--- src/rtl/fifo_stream_reader.sv ---
// fifo_stream_reader: drains a synchronous FIFO onto a valid/ready stream with packet framing.
// A 2-entry skid buffer with credit-gated reads hides the FIFO's one-cycle read latency.
module fifo_stream_reader #(
    parameter int DATA_W  = 32,
    parameter int PKT_LEN = 4,
    parameter int MIN_GAP = 0
) (
    input  logic              clk,
    input  logic              rst,
    input  logic              enable,
    input  logic              fifo_empty,
    output logic              fifo_rd_en,
    input  logic [DATA_W-1:0] fifo_rd_data,
    output logic              m_valid,
    input  logic              m_ready,
    output logic [DATA_W-1:0] m_data,
    output logic              m_last,
    output logic [31:0]       words_sent,
    output logic              busy
);
    localparam int PKT_W = (PKT_LEN > 1) ? $clog2(PKT_LEN) : 1;
    localparam int GAP_W = (MIN_GAP > 0) ? $clog2(MIN_GAP + 1) : 1;
    localparam logic [PKT_W-1:0] PKT_MAX = PKT_W'(PKT_LEN - 1);
    localparam logic [GAP_W-1:0] GAP_LD  = GAP_W'(MIN_GAP);

    typedef enum logic [1:0] {IDLE, RUN, DRAIN} state_t;

    state_t            r_state;
    logic [DATA_W-1:0] r_buf0;
    logic [DATA_W-1:0] r_buf1;
    logic [1:0]        r_occ;
    logic              r_inflight;
    logic [PKT_W-1:0]  r_pkt_cnt;
    logic [GAP_W-1:0]  r_gap_cnt;
    logic [31:0]       r_words_sent;

    logic w_pop;
    logic w_push;
    logic w_gap_ok;
    logic w_credit;

    assign w_pop    = (r_occ != 2'd0) && m_ready;
    assign w_push   = r_inflight;
    assign w_gap_ok = (r_gap_cnt == '0);
    // Room check: words held plus the word still arriving, less the word leaving this cycle.
    assign w_credit = ({1'b0, r_occ} + {2'b00, r_inflight}) < (3'd2 + {2'b00, w_pop});

    // enable gates reads directly so a drop stops reads in the same cycle.
    assign fifo_rd_en = !rst && (r_state == RUN) && enable && !fifo_empty && w_gap_ok && w_credit;

    assign m_valid    = (r_occ != 2'd0);
    assign m_data     = r_buf0;
    assign m_last     = m_valid && (r_pkt_cnt == PKT_MAX);
    assign words_sent = r_words_sent;
    assign busy       = (r_state != IDLE);

    always_ff @(posedge clk) begin
        if (rst) begin
            r_state      <= IDLE;
            r_buf0       <= '0;
            r_buf1       <= '0;
            r_occ        <= '0;
            r_inflight   <= 1'b0;
            r_pkt_cnt    <= '0;
            r_gap_cnt    <= '0;
            r_words_sent <= '0;
        end else begin
            r_inflight <= fifo_rd_en;

            if (fifo_rd_en) begin
                r_gap_cnt <= GAP_LD;
            end else if (!w_gap_ok) begin
                r_gap_cnt <= r_gap_cnt - GAP_W'(1);
            end

            // Buffer head is r_buf0; a pop shifts r_buf1 forward.
            case ({w_push, w_pop})
                2'b10: begin
                    if (r_occ == 2'd0) r_buf0 <= fifo_rd_data;
                    else               r_buf1 <= fifo_rd_data;
                    r_occ <= r_occ + 2'd1;
                end
                2'b01: begin
                    r_buf0 <= r_buf1;
                    r_occ  <= r_occ - 2'd1;
                end
                2'b11: begin
                    if (r_occ == 2'd1) begin
                        r_buf0 <= fifo_rd_data;
                    end else begin
                        r_buf0 <= r_buf1;
                        r_buf1 <= fifo_rd_data;
                    end
                end
                default: ;
            endcase

            if (w_pop) begin
                r_words_sent <= r_words_sent + 32'd1;
                if (r_pkt_cnt == PKT_MAX) r_pkt_cnt <= '0;
                else                      r_pkt_cnt <= r_pkt_cnt + PKT_W'(1);
            end

            case (r_state)
                IDLE:    if (enable) r_state <= RUN;
                RUN:     if (!enable) r_state <= DRAIN;
                DRAIN: begin
                    if (enable)                             r_state <= RUN;
                    else if (r_occ == 2'd0 && !r_inflight)  r_state <= IDLE;
                end
                default: r_state <= IDLE;
            endcase
        end
    end
endmodule

--- config.mk ---
export PLATFORM = sky130hd
export DESIGN_NAME = fifo_stream_reader
export DESIGN_NICKNAME = d
export VERILOG_FILES = /design/src/rtl/fifo_stream_reader.sv
export SDC_FILE = /design/constraint.sdc
export NUM_CORES = 1
export LEC_CHECK = 0
export ABC_AREA = 1
export BUFFER_PORTS_ARGS = -buffer_cell sky130_fd_sc_hd__buf_2
export CAP_MARGIN = 20
export CORE_MARGIN = 2
export CORE_UTILIZATION = 54
export DETAILED_ROUTE_END_ITERATION = 10
export MAX_ROUTING_LAYER = met4
export PLACE_DENSITY = 0.86
export SLEW_MARGIN = 20
export SYNTH_ARGS = -nofsm -noshare
export SYNTH_HDL_FRONTEND = slang
export SYNTH_SLANG_ARGS = --single-unit
--- constraint.sdc ---
create_clock -name clk -period 2.4 [get_ports clk]
set_input_delay 0.36 -clock clk [delete_from_list [all_inputs] [get_ports clk]]
set_output_delay 0.36 -clock clk [all_outputs]
set_load 0.1 [all_outputs]
==> results of run 1 <==
## cell usage in the layout (no fill, tap or decap), types with 3 or more instances in the layout
| cell type | n |
|---|---|
| nand2_1 | 82 |
| nand4_1 | 8 |
| nor3_1 | 4 |
| nor2_1 | 112 |
| nand3_1 | 26 |
| mux2i_1 | 26 |
| a21oi_1 | 54 |
| nor2_2 | 8 |
| clkbuf_8 | 9 |
| buf_2 | 103 |
| ha_1 | 7 |
| inv_2 | 5 |
| buf_4 | 6 |
| dfxtp_1 | 101 |
| nand3_2 | 3 |
| inv_1 | 50 |
| o21ai_0 | 81 |
| xor2_1 | 5 |
## power by group through the flow
stage	logic (W)	clock network, W	registers [W]
after floorplan	0.000328	0	0.00239
after global placement	0.000985	0	0.00189
after detailed placement	0.00101	0	0.00189
after CTS	0.00101	0.00111	0.00186
final	0.00101	0.00109	0.00186
after global routing	0.00106	0.00118	0.00187
## worst max-delay path, delay by kind of cell (launching register included)
| family | cells | cell delay [ns] |
|---|---|---|
| adder cells (fa/ha/maj) | 1 | 0.16 |
| buffers and inverters | 3 | 0.35 |
| AND/OR/NAND/NOR | 3 | 0.46 |
| AO/OA/AOI/OAI | 1 | 0.18 |
| flip-flops | 1 | 0.37 |
## area by class of cell
type | count | area share
tap | 105 | 0.0239
clock inverter | 7 | 0.0132
inverter | 56 | 0.0387
clock buffer | 9 | 0.0225
sequential | 104 | 0.380
multi-input combinational | 435 | 0.412
timing repair buffer | 111 | 0.109
## through the flow
stage / hold slack (ns) / TNS [ns] / area (µm²) / setup WS, ns
global route: 0.167 / 0 / 5500 / 0.0420
detailed placement: 0.474 / 0 / 5300 / 0.436
CTS: 0.159 / 0 / 5490 / 0.0213
global placement: 0.463 / 0 / 5300 / 0.507
floorplan: 0.438 / -0.0791 / 4690 / -0.0791
finish: 0.174 / 0 / 5500 / 0.133
## registers in the layout, summed over array words and instances, names as in the netlist
name / cells
r_buf1: 32
r_gap_cnt: 1
words_sent: 32
r_occ: 2
r_pkt_cnt: 2
r_inflight: 1
r_state: 2
m_data: 32
## path summary, 6_finish.rpt
| kind | endpoint | slack [ns] | cells past startpoint |
|---|---|---|---|
| setup reg to reg | m_data[20] | 0.55 | 7 |
| hold / removal | r_state[1] | 0.17 | 2 |
| setup / recovery | fifo_rd_en | 0.13 | 8 |
| hold reg to reg | words_sent[7] | 0.49 | 2 |
## per-layer routing
| layer | vias to the layer above | wire [µm] | global-route usage |
|---|---|---|---|
| li1 | 2227 | - | - |
| met1 | 2044 | 5000 | 0.292 |
| met2 | 146 | 5500 | 0.416 |
| met3 | 11 | 748 | 0.0650 |
| met4 | 0 | 94 | 0.0672 |
| met5 | - | 0 | - |
## cell families (layout without fill, tap and decap cells)
group / count (synthesis) / after routing / synth area share
adders and majority gates: 8 / 8 / 0.0215
and+or+nand+nor: 251 / 251 / 0.231
AOI/OAI and AO/OA: 144 / 144 / 0.161
muxes: 26 / 26 / 0.0559
xor gates and xnor gates: 5 / 5 / 0.00940
buffers and inverters: 82 / 183 / 0.0733
other: 1 / 1 / 0.000805
DFF: 104 / 104 / 0.447
==> flow_metrics.env, run 1 <==
export IMPL_worst_clock_skew_ns=0.0144
export IMPL_seq_area_um2=2090
export IMPL_synth_fp_nets=666
export IMPL_ioPinCount=105
export IMPL_grt_pass1_vias=4223
export IMPL_timing_worst_setup_path_type="reg2out"
export IMPL_async_flop_share=0
export IMPL_syn_inst=621
export IMPL_drt_wl_total_mm=11.3
export IMPL_cts_tree="built"
export IMPL_fin_util=0.662
export IMPL_seq_power_share=0.469
export IMPL_synth_most_common_cell="nor2_1"
export IMPL_gr_total_overflow=0
export IMPL_cp_max_fo=14
export IMPL_multiInputGateArea_um2=2270
export IMPL_dpl_cell_count=811
export IMPL_netSwitchingFraction=0.390
export IMPL_powerDensity_nw_per_um2=720
export IMPL_synth_cell_types=31
export IMPL_yosysTopAreaCell="dfxtp_1"
export IMPL_yosys_most_used_dff="dfxtp_1"
export IMPL_cts_max_path_buffers=2
export IMPL_cts_setup_buffers=0
export IMPL_cp_required_ns=2.04
export IMPL_nets=762
export IMPL_pwr_share_comb=0.254
export IMPL_antenna_found_initial=0
export IMPL_port_buffers=104
export IMPL_r2r_start="r_occ[1]"
export IMPL_worstPathCellList="inv_2 -> ha_4 -> inv_4 -> nand2_4 -> o21ai_1 -> nand2_1 -> nor4_4 -> buf_12"
export IMPL_track_usage=0.247
export IMPL_worst_pin_slew_ns=0.673
export IMPL_slowest_stage="dfxtp_2"
export IMPL_detail_route_antenna_nets=0
export IMPL_clk_latency_ns=0.37
export IMPL_post_synth_top_area_fraction=0.447
export IMPL_finalCritPeriodShare=0.945
export IMPL_ys_warn_count=0
export IMPL_fillCellCount=707
export IMPL_route_detailed_drc=0
export IMPL_crit_start="r_occ[1]"
export IMPL_synth_common_cells="nor2_1 (112), dfxtp_1 (104), nand2_1 (82), o21ai_0 (82), a21oi_1 (54)"
export IMPL_maxCapViolCount=0
export IMPL_slowest_delay_ns=0.37
export IMPL_std_cell_rows=33
export IMPL_synth_seq_area_share=0.447
export IMPL_cts_root_buf="clkbuf_8"
export IMPL_status="finished clean"
export IMPL_antennaDiodeCount=0
export IMPL_p_clk_frac=0.276
export IMPL_stdcell_count=827
export IMPL_finalMaxSlewViolations=0
export IMPL_vias=4428
export IMPL_hold_start="enable"
export IMPL_grt_pass1_wl_mm=19.0
export IMPL_post_drt_wl_per_cell_um=13.7
export IMPL_setup_viol=0
export IMPL_rsz0062_at_grt="no"
export IMPL_max_freq_ghz=0.441
export IMPL_leakagePower_nw=2.64
export IMPL_dieArea_um2=9380
export IMPL_hold_class="in2reg"
export IMPL_cts_buffers=9
export IMPL_cp_arrival_ns=1.91
export IMPL_power_w=0.00396
export IMPL_dr_pass1_iters=5
export IMPL_cp_start_kind="register"
export IMPL_vdd_ir_drop_max_mv=0.592
export IMPL_hpwl_mm=7.99
export IMPL_relSlewSlack=0.549
export IMPL_drt_iter0_drc=170
export IMPL_p_sw_w=0.00154
export IMPL_clkTransAtPathRegs_ns=0.11
export IMPL_drive_above_1_share=0.215
export IMPL_synth_edff_count=0
export IMPL_core_area_um2=8300
export IMPL_critPathCaptureType="output port"
export IMPL_internal_power_w=0.00242
export IMPL_ys_top_cells_by_area="dfxtp_1 (45%), nor2_1 (9.0%), o21ai_0 (8.8%), nand2_1 (6.6%), a21oi_1 (5.8%)"
export IMPL_cts_sinks=104
export IMPL_netlist_area_um2=4660
export IMPL_start_util=0.561
export IMPL_ctsResizeCount=0
export IMPL_syn_to_final_growth_pct=18.0
export IMPL_die_height_um=96.9
export IMPL_viasPerCell=5.35
export IMPL_dieWidth_um=96.9
export IMPL_holdBufCountCts=0
export IMPL_cts_htree_levels=3
export IMPL_routabilityCongestion=0.903
export IMPL_hold_viol=0
export IMPL_avgSynthCellArea_um2=7.50
export IMPL_ys_ff_latch=104
export IMPL_grt_max_degree=45
export IMPL_min_period_ns=2.27
(Power assumes the default switching activity.)
==> inputs of run 2 (changes only) <==
BUFFER_PORTS_ARGS = not set   (was -buffer_cell sky130_fd_sc_hd__buf_2)
CORE_UTILIZATION = 61   (was 54)
DONT_BUFFER_PORTS = 1   (was not set)
PLACE_DENSITY = 0.83   (was 0.86)
==> run 2 against run 1 <==
  * Sequential cell count stayed put
  * Non-clock buffer count fell by 38
  * Final area decreased by 0.77%
  * Core utilization rose by 8.2 points
  * Clock-buffer cell count did not move
  * Global-route usage up 2.8 points
  * Combinational power hardly changed
  * Highest routed layer unchanged
==> flow_metrics.env, run 2 (synthesized netlist as in run 1, its figures left out) <==
export IMPL_seq_area_um2=2090
export IMPL_fillCellCount=566
export IMPL_cts_root_buf="clkbuf_8"
export IMPL_holdBufCountCts=0
export IMPL_cts_max_path_buffers=2
export IMPL_multiInputGateArea_um2=2280
export IMPL_maxCapViolCount=0
export IMPL_ff2ff_path_depth=7
export IMPL_viasPerCell=5.50
export IMPL_cts_sinks=104
export IMPL_slowest_stage="dfxtp_4"
export IMPL_start_util=0.635
export IMPL_cp_num_buf_inv=3
export IMPL_grt_max_degree=52
export IMPL_drive_above_1_share=0.171
export IMPL_stdcell_count=782
export IMPL_vias=4300
export IMPL_cts_buffers=9
export IMPL_dpl_cell_count=767
export IMPL_setup_viol=0
export IMPL_antenna_found_initial=0
export IMPL_clk_latency_ns=0.36
export IMPL_route_detailed_drc=0
export IMPL_grt_busiest_layer="met2"
export IMPL_cts_htree_levels=3
export IMPL_track_usage=0.275
export IMPL_cts_setup_buffers=0
export IMPL_min_period_ns=2.21
export IMPL_post_drt_wl_per_cell_um=14.0
export IMPL_critical_path_depth=8
export IMPL_whs_ns=0.0540
export IMPL_rsz0062_at_grt="no"
export IMPL_syn_to_final_growth_pct=17.1
export IMPL_critPathTopFamily="buffers and inverters"
export IMPL_powerDensity_nw_per_um2=718
export IMPL_std_cell_rows=31
export IMPL_critPathCaptureType="output port"
export IMPL_leakagePower_nw=2.47
export IMPL_gr_total_overflow=0
export IMPL_detail_route_antenna_nets=0
export IMPL_dr_pass1_iters=5
export IMPL_worst_pin_slew_ns=0.817
export IMPL_regToRegSetupSlack_ns=0.45
export IMPL_grt_pass1_vias=4221
export IMPL_r2r_start="r_occ[1]"
export IMPL_core_area_um2=7330
export IMPL_antennaDiodeCount=0
export IMPL_drt_iter0_drc=172
export IMPL_die_height_um=91.4
export IMPL_met3_usage=0.0755
export IMPL_grt_pass1_wl_mm=18.5
export IMPL_port_buffers=0
export IMPL_cts_tree="built"
export IMPL_finalMaxSlewViolations=0
export IMPL_reg2reg_to="m_data[12]"
export IMPL_dp_slack_ns=0.408
export IMPL_worst_clock_skew_ns=0.00928
export IMPL_clkTransAtPathRegs_ns=0.11
export IMPL_cp_required_ns=2.04
export IMPL_final_cell_mix="nor2_1 (111), dfxtp_1 (101), nand2_1 (82), o21ai_0 (81), buf_4 (71)"
export IMPL_setup_ws_ns=0.189
export IMPL_crit_start="r_occ[0]"
export IMPL_vdd_ir_drop_max_mv=0.571
export IMPL_finalCritPeriodShare=0.921
export IMPL_status="finished clean"
export IMPL_max_freq_ghz=0.452
export IMPL_cp_max_fo=14
export IMPL_hold_viol=0
export IMPL_drt_wl_total_mm=11.0
export IMPL_ioPinCount=105
export IMPL_met1_usage=0.294
export IMPL_routabilityCongestion=0.904
export IMPL_dieWidth_um=91.4
export IMPL_gr_usage_met2=0.500
export IMPL_slowest_delay_ns=0.39
export IMPL_hold_class="in2reg"
export IMPL_critPathCapture="fifo_rd_en"
export IMPL_fin_setup_tns_ns=0
export IMPL_dieArea_um2=8350
export IMPL_timing_worst_setup_path_type="reg2out"
export IMPL_relSlewSlack=0.454
export IMPL_hpwl_mm=7.96
export IMPL_nets=724
export IMPL_final_common_cell="nor2_1"
export IMPL_cp_arrival_ns=1.85
export IMPL_worstPathCellList="inv_2 -> ha_4 -> inv_4 -> nand2_8 -> o21ai_1 -> nand2_1 -> nor4_4 -> buf_6"
export IMPL_cp_start_kind="register"
-- run 2: changes by cell type in the layout (fill, tap and decap cells not counted) --
cell        delta
clkinv_4       -1
buf_6          +1
nor2_1         -1
buf_12         -1
clkinvlp_4     -1
nand2_8        +1
buf_4         +65
inv_6          +2
inv_8          -1
buf_2        -103
nand2_4        -1
nor2_2         +1
-- run 2: how the worst min path moves through the flow --
stage,start,endpoint,depth (start not counted),slack (ns)
after floorplan,enable,r_state[1],1,0.44
after global placement,rst,r_occ[1],1,0.43
after detailed placement,rst,r_occ[1],1,0.44
after CTS,rst,r_occ[1],1,0.04
after global routing,rst,r_occ[1],1,0.03
final,rst,words_sent[6],1,0.05
-- run 2: layer usage --
metal / wire length (µm) / vias up / part of all wire
met5: 0 / - / 0
met4: 162 / 0 / 0.015
met3: 758 / 16 / 0.069
met2: 5600 / 139 / 0.51
met1: 4430 / 2000 / 0.40
li1: - / 2145 / -
-- run 2: area by class of cell --
cell class / instances / area share
well taps: 99 / 0.0227
inverters: 56 / 0.0390
clock inverters: 6 / 0.0115
clock buffers: 9 / 0.0227
flip-flops and latches: 104 / 0.383
multi-input cells: 435 / 0.418
repair buffers: 73 / 0.103
-- run 2: power by group --
part | internal, W | switching, W | total (W) | leakage, nW
clock network | 0.000403 | 0.000641 | 0.00104 | 0.0958
logic | 0.000219 | 0.000811 | 0.00103 | 1.54
registers | 0.00181 | 0.0000352 | 0.00184 | 0.842
total | 0.00243 | 0.00149 | 0.00392 | 2.47
-- run 2: timing repair --
action	CTS	global route
pin swaps	0	1
gates resized for setup	1	3
gates cloned	0	0
setup endpoints to repair	1	1
-- run 2: metrics by stage --
step	total power [W]	area [µm²]	util
after global placement	0.00288	5250	0.716
after global routing	0.00407	5450	0.744
after detailed placement	0.00291	5250	0.716
after floorplan	0.00272	4690	-
after CTS	0.00394	5440	0.742
final	0.00392	5450	0.744
==> inputs of run 3 (changes only) <==
PLACE_DENSITY = 0.77   (was 0.83)
SLEW_MARGIN = not set   (was 20)
==> run 3 against run 2 <==
  * Largest cell class unchanged
  * Wire length decreased by 2.7%
  * Register-to-register slack gained 0.16 ns
  * Clock skew rose by 0.0034 ns
==> flow_metrics.env, run 3 (synthesized netlist as in run 1, its figures left out) <==
export IMPL_cp_start_kind="register"
export IMPL_p_sw_w=0.00148
export IMPL_fin_util=0.744
export IMPL_drt_wl_total_mm=10.7
export IMPL_dieWidth_um=91.4
export IMPL_grt_pass1_vias=4001
export IMPL_cp_arrival_ns=1.93
export IMPL_powerDensity_nw_per_um2=718
export IMPL_dr_pass1_iters=5
export IMPL_routabilityCongestion=0.959
export IMPL_leakagePower_nw=2.47
export IMPL_core_area_um2=7330
export IMPL_hold_class="in2reg"
export IMPL_worst_clock_skew_ns=0.0127
export IMPL_internal_power_w=0.00243
export IMPL_fin_setup_tns_ns=0
export IMPL_cts_max_path_buffers=2
export IMPL_pwr_share_comb=0.263
export IMPL_drt_iter0_drc=197
export IMPL_port_buffers=0
export IMPL_route_detailed_drc=0
export IMPL_cp_required_ns=2.04
export IMPL_detail_route_antenna_nets=0
export IMPL_rsz0062_at_grt="no"
export IMPL_seq_power_share=0.470
export IMPL_regToRegSetupSlack_ns=0.61
export IMPL_grt_pass1_wl_mm=18.1
export IMPL_clk_latency_ns=0.36
export IMPL_max_freq_ghz=0.436
export IMPL_vias=4247
export IMPL_hpwl_mm=7.50
export IMPL_netSwitchingFraction=0.379
export IMPL_viasPerCell=5.42
export IMPL_antennaDiodeCount=0
export IMPL_slowest_delay_ns=0.38
export IMPL_timing_worst_setup_path_type="reg2out"
export IMPL_worst_pin_slew_ns=0.836
export IMPL_track_usage=0.269
export IMPL_critPathTopFamily="simple AND/OR/NAND/NOR gates"
export IMPL_worstPathCellList="inv_2 -> ha_4 -> inv_4 -> nand2_8 -> o21ai_1 -> nand2_1 -> nor4_4 -> buf_6"
export IMPL_antenna_found_initial=0
export IMPL_finalMaxSlewViolations=0
export IMPL_die_height_um=91.4
export IMPL_min_period_ns=2.29
export IMPL_critPathCaptureType="output port"
export IMPL_final_cell_mix="nor2_1 (111), dfxtp_1 (101), nand2_1 (82), o21ai_0 (81), buf_4 (73)"
export IMPL_cts_tree="built"
export IMPL_setup_viol=0
export IMPL_holdBufCountCts=0
export IMPL_cp_num_buf_inv=3
export IMPL_finalCritPeriodShare=0.956
export IMPL_cp_max_fo=14
export IMPL_fillCellCount=609
export IMPL_std_cell_rows=31
export IMPL_cts_htree_levels=3
export IMPL_drive_above_1_share=0.172
export IMPL_cts_buffers=9
export IMPL_hold_viol=0
export IMPL_final_common_cell="nor2_1"
export IMPL_ioPinCount=105
export IMPL_cts_sinks=104
export IMPL_post_drt_wl_per_cell_um=13.6
export IMPL_clkTransAtPathRegs_ns=0.11
export IMPL_cts_root_buf="clkbuf_8"
export IMPL_vdd_ir_drop_max_mv=0.476
export IMPL_syn_to_final_growth_pct=17.1
export IMPL_relSlewSlack=0.442
export IMPL_status="finished clean"
export IMPL_p_clk_frac=0.267
export IMPL_nets=725
export IMPL_dieArea_um2=8350
export IMPL_start_util=0.635
export IMPL_gr_total_overflow=0
export IMPL_slowest_stage="dfxtp_2"
export IMPL_grt_max_degree=65
export IMPL_maxCapViolCount=0
[run 3: path summary, 6_finish.rpt]
kind                                     from        endpoint  cells after the start
worst max-delay path                 r_occ[1]      fifo_rd_en                      8
worst min register to register  words_sent[7]   words_sent[7]                      2
worst max register to register       r_occ[1]  words_sent[28]                     11
worst min-delay path                      rst        r_occ[1]                      1
[run 3: per-layer routing]
layer | up-vias | GRT usage | part of all wire
li1 | 2151 | - | -
met1 | 1952 | 0.331 | 0.44
met2 | 128 | 0.440 | 0.48
met3 | 16 | 0.0714 | 0.074
met4 | 0 | 0.0694 | 0.010
met5 | - | - | 0
[run 3: final cells by class]
type / instances / area [µm²] / share of cell area
flip-flops and latches: 104 / 2090 / 0.383
well taps: 99 / 124 / 0.0227
clock buffers: 10 / 128 / 0.0234
multi-input cells: 435 / 2280 / 0.418
inverters: 56 / 213 / 0.0390
clock inverters: 6 / 62.6 / 0.0115
repair buffers: 74 / 559 / 0.103
[run 3: through the flow]
stage / hold slack, ns / setup WS (ns) / area [µm²] / power, W / instances
3_3_place_gp: 0.425 / 0.472 / 5240 / 0.00288 / 767
6_report: 0.0523 / 0.106 / 5450 / 0.00391 / 784
5_1_grt: 0.0277 / 0.00180 / 5450 / 0.00407 / 784
3_5_place_dp: 0.433 / 0.389 / 5240 / 0.00290 / 767
2_1_floorplan: 0.438 / -0.0791 / 4690 / 0.00272 / 621
4_1_cts: 0.0406 / 0.0251 / 5430 / 0.00392 / 783
[run 3: power groups by stage]
stage          combinational [W]  sequential [W]  clock (W)
3_3_place_gp             0.00100         0.00188          0
5_1_grt                  0.00108         0.00185    0.00114
6_report                 0.00103         0.00184    0.00104
2_1_floorplan           0.000328         0.00239          0
4_1_cts                  0.00102         0.00184    0.00106
3_5_place_dp             0.00102         0.00188          0
[run 3: timing repair]
| action | in CTS | in global routing |
|---|---|---|
| endpoints found under the setup margin | 1 | 1 |
| setup buffers | 0 | 1 |
| gates resized for setup | 1 | 3 |
| pin swaps | 0 | 0 |
[run 3: worst reg2reg max path, delay by kind of cell, from the launching register on]
family        cells  cell delay (ns)
simple gates      7             0.99
flops             1             0.38
buf+inv           3             0.21
fa+ha+maj         1             0.17
